[src/rtl/bp_stream_host_ctrl.sv]
// Host stream front end: decodes inbound host writes to the NBF loader, MMIO or a control
// register, and merges MMIO outbound words with on-demand status words onto the host stream.
module bp_stream_host_ctrl #(
   parameter int unsigned stream_addr_width_p = 32,
   parameter int unsigned stream_data_width_p = 32,
   parameter logic [31:0] nbf_addr_p          = 32'h10,
   parameter logic [31:0] mmio_addr_p         = 32'h20,
   parameter logic [31:0] ctrl_addr_p         = 32'h30
) (
   input  logic                           clk_i,
   input  logic                           reset_n_i,
   input  logic                           prog_done_i,

   input  logic                           stream_v_i,
   input  logic [stream_addr_width_p-1:0] stream_addr_i,
   input  logic [stream_data_width_p-1:0] stream_data_i,
   output logic                           stream_yumi_o,

   output logic                           nbf_v_o,
   output logic [stream_data_width_p-1:0] nbf_data_o,
   input  logic                           nbf_ready_i,

   output logic                           mmio_v_o,
   output logic [stream_data_width_p-1:0] mmio_data_o,
   input  logic                           mmio_ready_i,

   input  logic                           mmio_v_i,
   input  logic [stream_data_width_p-1:0] mmio_data_i,
   output logic                           mmio_yumi_o,

   output logic                           stream_v_o,
   output logic [stream_data_width_p-1:0] stream_data_o,
   input  logic                           stream_ready_i,

   output logic                           run_o
);

   localparam logic [stream_addr_width_p-1:0] NbfAddr  = stream_addr_width_p'(nbf_addr_p);
   localparam logic [stream_addr_width_p-1:0] MmioAddr = stream_addr_width_p'(mmio_addr_p);
   localparam logic [stream_addr_width_p-1:0] CtrlAddr = stream_addr_width_p'(ctrl_addr_p);

   typedef enum logic [0:0] {StLoad = 1'b0, StRun = 1'b1} state_e;

   state_e state_q, state_d;
   logic   in_run;

   logic [7:0] err_cnt_q, err_cnt_d;
   logic [7:0] drop_cnt_q, drop_cnt_d;

   logic                           slot_full_q, slot_full_d;
   logic [stream_data_width_p-1:0] slot_q, slot_d;
   logic [stream_data_width_p-1:0] status_word;

   logic lock_q, lock_d;
   logic gnt_status_q, gnt_status_d;
   logic last_status_q, last_status_d;

   logic hit_nbf, hit_mmio, hit_ctrl, hit_none;
   logic drop_acc, err_acc, ctrl_acc, status_fill;
   logic sel_status, out_v_raw, out_hs, status_hs;

   // ------------------------------------------------------------------
   // Phase FSM
   // ------------------------------------------------------------------
   always_ff @(posedge clk_i or negedge reset_n_i) begin
      if (!reset_n_i) begin
         state_q <= StLoad;
      end else begin
         state_q <= state_d;
      end
   end

   always_comb begin
      state_d = state_q;
      unique case (state_q)
         StLoad:  if (prog_done_i) state_d = StRun;
         StRun:   state_d = StRun;
         default: state_d = StLoad;
      endcase
   end

   always_comb begin
      in_run = (state_q == StRun);
      run_o  = in_run;
   end

   // ------------------------------------------------------------------
   // Inbound decode and acceptance
   // ------------------------------------------------------------------
   always_comb begin
      hit_nbf  = (stream_addr_i == NbfAddr);
      hit_mmio = (stream_addr_i == MmioAddr);
      hit_ctrl = (stream_addr_i == CtrlAddr);
      hit_none = !(hit_nbf || hit_mmio || hit_ctrl);

      nbf_v_o     = stream_v_i && hit_nbf && !in_run;
      nbf_data_o  = stream_data_i;
      mmio_v_o    = stream_v_i && hit_mmio && in_run;
      mmio_data_o = stream_data_i;

      drop_acc = stream_v_i && hit_nbf && in_run;
      err_acc  = stream_v_i && hit_none;
      // A status request may reuse the slot in the cycle its current word leaves.
      ctrl_acc = stream_v_i && hit_ctrl &&
                 (!stream_data_i[0] || !slot_full_q || status_hs);
      status_fill = ctrl_acc && stream_data_i[0];

      stream_yumi_o = (nbf_v_o && nbf_ready_i) || (mmio_v_o && mmio_ready_i) ||
                      drop_acc || err_acc || ctrl_acc;
   end

   always_comb begin
      err_cnt_d  = err_cnt_q;
      drop_cnt_d = drop_cnt_q;
      if (err_acc && (err_cnt_q != 8'hFF)) begin
         err_cnt_d = err_cnt_q + 8'd1;
      end
      if (drop_acc && (drop_cnt_q != 8'hFF)) begin
         drop_cnt_d = drop_cnt_q + 8'd1;
      end
   end

   // ------------------------------------------------------------------
   // Status slot
   // ------------------------------------------------------------------
   always_comb begin
      status_word        = '0;
      status_word[31:0]  = {err_cnt_q, drop_cnt_q, 15'b0, in_run};

      slot_d      = slot_q;
      slot_full_d = slot_full_q;
      if (status_fill) begin
         slot_d      = status_word;
         slot_full_d = 1'b1;
      end else if (status_hs) begin
         slot_full_d = 1'b0;
      end
   end

   // ------------------------------------------------------------------
   // Outbound round-robin arbiter with grant lock
   // ------------------------------------------------------------------
   always_comb begin
      if (lock_q) begin
         sel_status = gnt_status_q;
      end else if (mmio_v_i && slot_full_q) begin
         sel_status = !last_status_q;
      end else begin
         sel_status = !mmio_v_i;
      end

      out_v_raw     = sel_status ? slot_full_q : mmio_v_i;
      // Reset must silence the outbound side even if the MMIO source keeps offering.
      stream_v_o    = reset_n_i && out_v_raw;
      stream_data_o = sel_status ? slot_q : mmio_data_i;

      out_hs      = stream_v_o && stream_ready_i;
      mmio_yumi_o = out_hs && !sel_status;
      status_hs   = out_hs && sel_status;

      lock_d        = out_hs ? 1'b0 : (stream_v_o ? 1'b1 : lock_q);
      gnt_status_d  = sel_status;
      last_status_d = out_hs ? sel_status : last_status_q;
   end

   // ------------------------------------------------------------------
   // State registers
   // ------------------------------------------------------------------
   always_ff @(posedge clk_i or negedge reset_n_i) begin
      if (!reset_n_i) begin
         err_cnt_q     <= 8'h00;
         drop_cnt_q    <= 8'h00;
         slot_full_q   <= 1'b0;
         slot_q        <= '0;
         lock_q        <= 1'b0;
         gnt_status_q  <= 1'b0;
         last_status_q <= 1'b1;
      end else begin
         err_cnt_q     <= err_cnt_d;
         drop_cnt_q    <= drop_cnt_d;
         slot_full_q   <= slot_full_d;
         slot_q        <= slot_d;
         lock_q        <= lock_d;
         gnt_status_q  <= gnt_status_d;
         last_status_q <= last_status_d;
      end
   end

endmodule

[config.mk]
export PLATFORM = sky130hd
export DESIGN_NAME = bp_stream_host_ctrl
export DESIGN_NICKNAME = d
export VERILOG_FILES = /design/src/rtl/bp_stream_host_ctrl.sv
export SDC_FILE = /design/constraint.sdc
export NUM_CORES = 1
export LEC_CHECK = 0
export BUFFER_PORTS_ARGS = -buffer_cell sky130_fd_sc_hd__buf_2
export CAP_MARGIN = 20
export CORE_ASPECT_RATIO = 1.4
export CORE_MARGIN = 1.5
export CORE_UTILIZATION = 41
export DETAILED_ROUTE_END_ITERATION = 8
export GPL_ROUTABILITY_DRIVEN = 0
export HOLD_SLACK_MARGIN = 0.06
export PLACE_DENSITY = 0.82
export SLEW_MARGIN = 20
export SYNTH_ARGS = -nofsm -noshare
export SYNTH_HDL_FRONTEND = slang
export SYNTH_SLANG_ARGS = --single-unit
export TNS_END_PERCENT = 20
[constraint.sdc]
create_clock -name clk_i -period 2 [get_ports clk_i]
set_input_delay 0.2 -clock clk_i [delete_from_list [all_inputs] [get_ports clk_i]]
set_output_delay 0.2 -clock clk_i [all_outputs]
set_load 0.02 [all_outputs]
==> flow_summary.yaml, run 1 <==
timing:
  setup_viol: 0
  report.final.slew_viol_count: 0
  rsz0062_at_grt: "yes"
  min_period_ps: 1980
  tightest_slew_ps: 467
  fin_worst_skew_ps: 4.49
  max_freq_mhz: 505
  slew_headroom_pct: 68.8
  fin_tns_setup_ps: 0
  hold_violations: 0
  period_share_pct: 98.9
setup_path:
  required_ps: 1800
  cp-start-kind: "flop"
  crit_fanout: 28
  path_class: "reg2out"
  cp-end-kind: "output port"
  cp.arrival_ps: 1780
placed_design:
  hpwlAfterDp_mm: 4.67
  place_area_mm2: 0.00293
  io_buffers: 112
power_and_ir_drop:
  total_leakage_power_nw: 1.63
  peakVddDrop_v: 0.000644
  p_per_area_mw_per_mm2: 1030
  fin_total_pwr_mw: 3.23
outcome:
  status: "finished, final reports clean"
layout:
  layout_common_cells: "111 x buf_2, 36 x dfrtp_1, 27 x mux2_2"
  final_area_mm2: 0.00314
  nets: 407
  drive_above_1_share_pct: 61.9
  layout_commonest_cell: "buf_2"
  area_growth_pct: 15.3
  num_antenna_cells: 0
clocking:
  cts_htree_levels: 2
  cts_tree: "yes"
  insertion_delay_ps: 290
  cts-root-buf: "clkbuf_8"
  cts_buffers: 5
  clockBufferDepth: 2
  cts_sinks: 38
  path_clk_slew_ps: 70
route:
  drt-wirelength-per-cell_um: 15.2
  vias_per_cell: 5.11
  vias: 1921
  drcViolationCount: 0
  ant_nets: 0
  drt-initial-drc-count: 121
  dr.pass1.iters: 5
  routed_wl_mm: 5.73
floorplan:
  dieArea_mm2: 0.00715
  ioPinCount: 206
  fp.dieH_um: 99.5
  fp.dieW_um: 71.9
  row_count: 35
  floorplan.core_area_mm2: 0.00653
  start_util_pct: 41.8
synthesis:
  yosys_warnings: 0
  yosys.area.top_type_share_pct: 34.0
  synth_flop_cell: "dfrtp_1"
  ys_ff_latch: 38
  async_flop_share_pct: 100
  syn_nets: 350
  syn-cell-area_mm2: 0.00273
  ys_seq_area_share_pct: 34.9
  ys_top_cells_by_area: "dfrtp_1 34%, buf_4 18%, mux2_2 11%"
  syn_inst: 244
  ys_types: 39
  synth_edf_count: 0
  yosysTopAreaCell: "dfrtp_1"
  synth_area_per_cell_um2: 11.2
global_route:
  grt_pass1_vias: 1833
  globalRouteTotalUtil_pct: 16.0
  antenna_found_initial: 0
  grt_max_degree: 39
  grt_first_pass_wirelength_mm: 8.78
  overflow: 0
run:
  drv_cap: 0
worst_hold_path:
  hold_path_class: "in2reg"
final cells by class:
| class | instances | area (um^2) |
|---|---|---|
| Clock buffer | 6 | 82.6 |
| Tap cell | 74 | 92.6 |
| Clock inverter | 2 | 60.1 |
| Multi-Input combinational cell | 132 | 1280 |
| Inverter | 4 | 15.0 |
| Fill cell | 590 | 3380 |
| Sequential cell | 38 | 953 |
| Timing Repair Buffer | 120 | 658 |
what timing repair did:
item,in CTS,in global routing
resized for setup,9,4
gates cloned,0,0
endpoints found under the setup margin,18,20
pin swaps,2,0
hold endpoints to repair,37,0
hold buffers,1,0
buffers inserted,0,0
state kept, by name, summed over array words and instances (netlist names):
register       cells
drop_cnt_q         8
err_cnt_q          8
gnt_status_q       1
last_status_q      1
lock_q             1
run_o              1
slot_full_q        1
slot_q            17
power breakdown:
part	leakage [nW]	switching, mW	internal [mW]
registers	0.495	0.128	0.894
clock network	0.0714	0.269	0.532
logic	1.06	0.779	0.623
total	1.63	1.18	2.05
synth_stat cells (4+ instances only):
cell type and number:
nor4_4 8, clkbuf_1 5, mux2_2 27, buf_4 64, xnor2_1 8, mux2_4 9
nor2_1 8, xor2_1 5, nand3_1 4, nand2_1 9, inv_1 4, dfrtp_1 37
nor2b_1 16, and3_1 4, nand4_1 5
critical path: stages (launching register included):
cell and delay [ps]:
dfrtp_1 400, nor2b_1 170, a31oi_4 200, buf_12 210, mux2_2 350, buf_2 160
logic make-up (layout without fill, tap and decap cells):
| logic type | after synthesis | count (layout) | synth area share [%] |
|---|---|---|---|
| mux | 38 | 38 | 16.9 |
| simple gates | 68 | 68 | 19.6 |
| fa+ha+maj | 2 | 2 | 0.918 |
| compound gates | 11 | 11 | 4.18 |
| flops | 38 | 38 | 34.9 |
| xor+xnor | 13 | 13 | 4.18 |
| buf+inv | 74 | 132 | 19.3 |
path summary, 6_finish.rpt:
path	startpoint	slack, ps	endpoint	depth (start not counted)
max	lock_q	20	stream_data_o[16]	5
min	prog_done_i	120	run_o	2
max reg2reg	drop_cnt_q[0]	150	drop_cnt_q[1]	6
min reg2reg	drop_cnt_q[5]	500	drop_cnt_q[5]	1
max in group asynchronous	reset_n_i	1110	slot_full_q	3
min in group asynchronous	reset_n_i	540	drop_cnt_q[5]	3
stage by stage:
step                      std cells  setup WS [ps]  utilization (%)  hold WS [ps]
after floorplan                 244           47.0                -         -95.6
after global placement          367            117             44.9           310
after detailed placement        367           93.6             44.9           319
after CTS                       376           5.10             48.0           112
after global routing            376          -53.9             48.1           114
final                           376           21.6             48.1           117
metal layers:
metal	vias to the layer above	part of all wire, %	track usage (%)
met2	116	51	28.5
met1	888	35	16.4
met3	29	10	4.76
met5	-	0	0
met4	0	4.2	8.85
li1	888	-	-
No activity file was read; power rests on OpenSTA's default activity.
==> run 2, diff against run 1 <==
--- a/config.mk
+++ b/config.mk
@@ -7,7 +7,6 @@
 export LEC_CHECK = 0
 export BUFFER_PORTS_ARGS = -buffer_cell sky130_fd_sc_hd__buf_2
 export CAP_MARGIN = 20
-export CORE_ASPECT_RATIO = 1.4
 export CORE_MARGIN = 1.5
 export CORE_UTILIZATION = 41
 export DETAILED_ROUTE_END_ITERATION = 8
==> run 2 against run 1 <==
  * Final cell count up 1.6%
  * Via count shrank 0.62%
  * Power down 4.2%
  * Sequential share of layout area rose by 0.18 points
  * Die area barely moved
  * Clock skew up 1.8 ps
  * Core utilization grew 0.69 points
  * Critical path depth rose by 1
  * Critical endpoint is now stream_yumi_o
  * Largest power group unchanged
==> flow_summary.yaml, run 2 (synthesis results as in run 1) <==
global_route:
  grt_max_degree: 39
  grt_first_pass_wirelength_mm: 8.34
  overflow: 0
  grt_pass1_vias: 1760
  globalRouteTotalUtil_pct: 14.5
  antenna_found_initial: 0
clocking:
  insertion_delay_ps: 290
  cts_tree: "yes"
  cts_htree_levels: 2
  cts_buffers: 5
  clockBufferDepth: 2
  path_clk_slew_ps: 80
  cts-root-buf: "clkbuf_8"
  cts_sinks: 38
layout:
  largest_register: "slot_q"
  stdcell_count: 382
  drive_above_1_share_pct: 60.3
  area_growth_pct: 14.5
  nets: 410
  largest_reg_flops: 17
  reg_top3: "slot_q x17, drop_cnt_q x8, err_cnt_q x8"
  num_antenna_cells: 0
  final_util_pct: 48.8
  layout_commonest_cell: "buf_2"
  layout_common_cells: "112 x buf_2, 37 x dfrtp_1, 27 x mux2_2"
timing:
  period_share_pct: 97.9
  slew_headroom_pct: 68.7
  tightest_slew_ps: 470
  setup_slack_ps: 42.2
  hold_slack_ps: 103
  rsz0062_at_grt: "yes"
  min_period_ps: 1960
  max_freq_mhz: 511
  fin_worst_skew_ps: 6.24
  setup_viol: 0
  report.final.slew_viol_count: 0
  hold_violations: 0
outcome:
  status: "finished, final reports clean"
run:
  drv_cap: 0
floorplan:
  start_util_pct: 42.7
  row_count: 29
  fp.dieW_um: 84.5
  ioPinCount: 206
  fp.dieH_um: 84.5
  floorplan.core_area_mm2: 0.00639
  dieArea_mm2: 0.00714
power_and_ir_drop:
  p_comb_share_pct: 46.5
  internal-power_mw: 1.93
  peakVddDrop_v: 0.000777
  p_clk_share_pct: 20.8
  fin_total_pwr_mw: 3.09
  p_per_area_mw_per_mm2: 990
  switching_share_pct: 37.5
  total_leakage_power_nw: 1.62
  p_switching_mw: 1.16
  seqPwrFrac_pct: 32.7
placed_design:
  pre_cts_ws_ps: 107
  placed_cells: 371
  io_buffers: 112
  hpwlAfterDp_mm: 4.40
setup_path:
  required_ps: 1800
  rrSetupSlack_ps: 140
  cp.arrival_ps: 1760
  cp-start-kind: "flop"
  path_class: "reg2out"
  crit_fanout: 4
  cp-end-kind: "output port"
route:
  drcViolationCount: 0
  routed_wl_mm: 5.39
  dr.pass1.iters: 4
  drt-initial-drc-count: 51
  vias: 1909
  ant_nets: 0
  vias_per_cell: 5.00
  drt-wirelength-per-cell_um: 14.1
worst_hold_path:
  hold_path_class: "in2reg"
==> run 2: power by group through the flow <==
stage	sequential [mW]	combinational [mW]	clock [mW]
floorplan	0.993	1.10	0
global placement	1.02	1.30	0
detailed placement	1.02	1.32	0
CTS	1.01	1.37	0.655
global route	1.03	1.55	0.682
finish	1.01	1.44	0.642
==> run 2: layout make-up <==
| type | instances | area (um^2) |
|---|---|---|
| well taps | 77 | 96.3 |
| repair buffers | 123 | 688 |
| inverters | 4 | 15.0 |
| clock buffers | 5 | 68.8 |
| clock inverters | 3 | 45.0 |
| multi-input cells | 132 | 1250 |
| flip-flops and latches | 38 | 952 |
| fillers | 579 | 3270 |
==> run 2: worst paths after layout <==
kind,start,end,depth (start not counted)
worst min register to register,drop_cnt_q[5],drop_cnt_q[5],1
worst min-delay path,prog_done_i,run_o,2
worst max register to register,drop_cnt_q[0],drop_cnt_q[1],6
worst max-delay path,last_status_q,stream_yumi_o,6
max in group asynchronous,reset_n_i,last_status_q,3
min in group asynchronous,reset_n_i,err_cnt_q[0],3
==> run 2: critical path, cell delays in order (launching register included) <==
cell	delay, ps
dfstp_2	530
nand2b_1	140
a31oi_4	120
a31o_1	260
o2111ai_1	190
nand2_1	80
buf_2	160
==> run 2: timing repair <==
action	4_1_cts	5_1_grt
pin swaps	1	1
hold buffers	1	0
gates cloned	0	1
buffers inserted	0	1
gates resized for setup	3	1
setup endpoints to repair	13	17
endpoints found under the hold margin	37	0
==> run 2: stage by stage <==
step / instance area (um^2) / TNS (ps)
after global placement: 2940 / 0
final: 3120 / 0
after global routing: 3120 / -364
after floorplan: 2730 / 0
after CTS: 3080 / 0
after detailed placement: 2940 / 0
==> run 2: per-layer routing <==
metal / routed length, um / global-route usage, % / vias up
met5: 0 / 0 / -
met4: 69 / 4.69 / 0
met3: 483 / 3.54 / 8
met2: 2790 / 26.3 / 118
met1: 2040 / 16.8 / 875
li1: - / - / 908
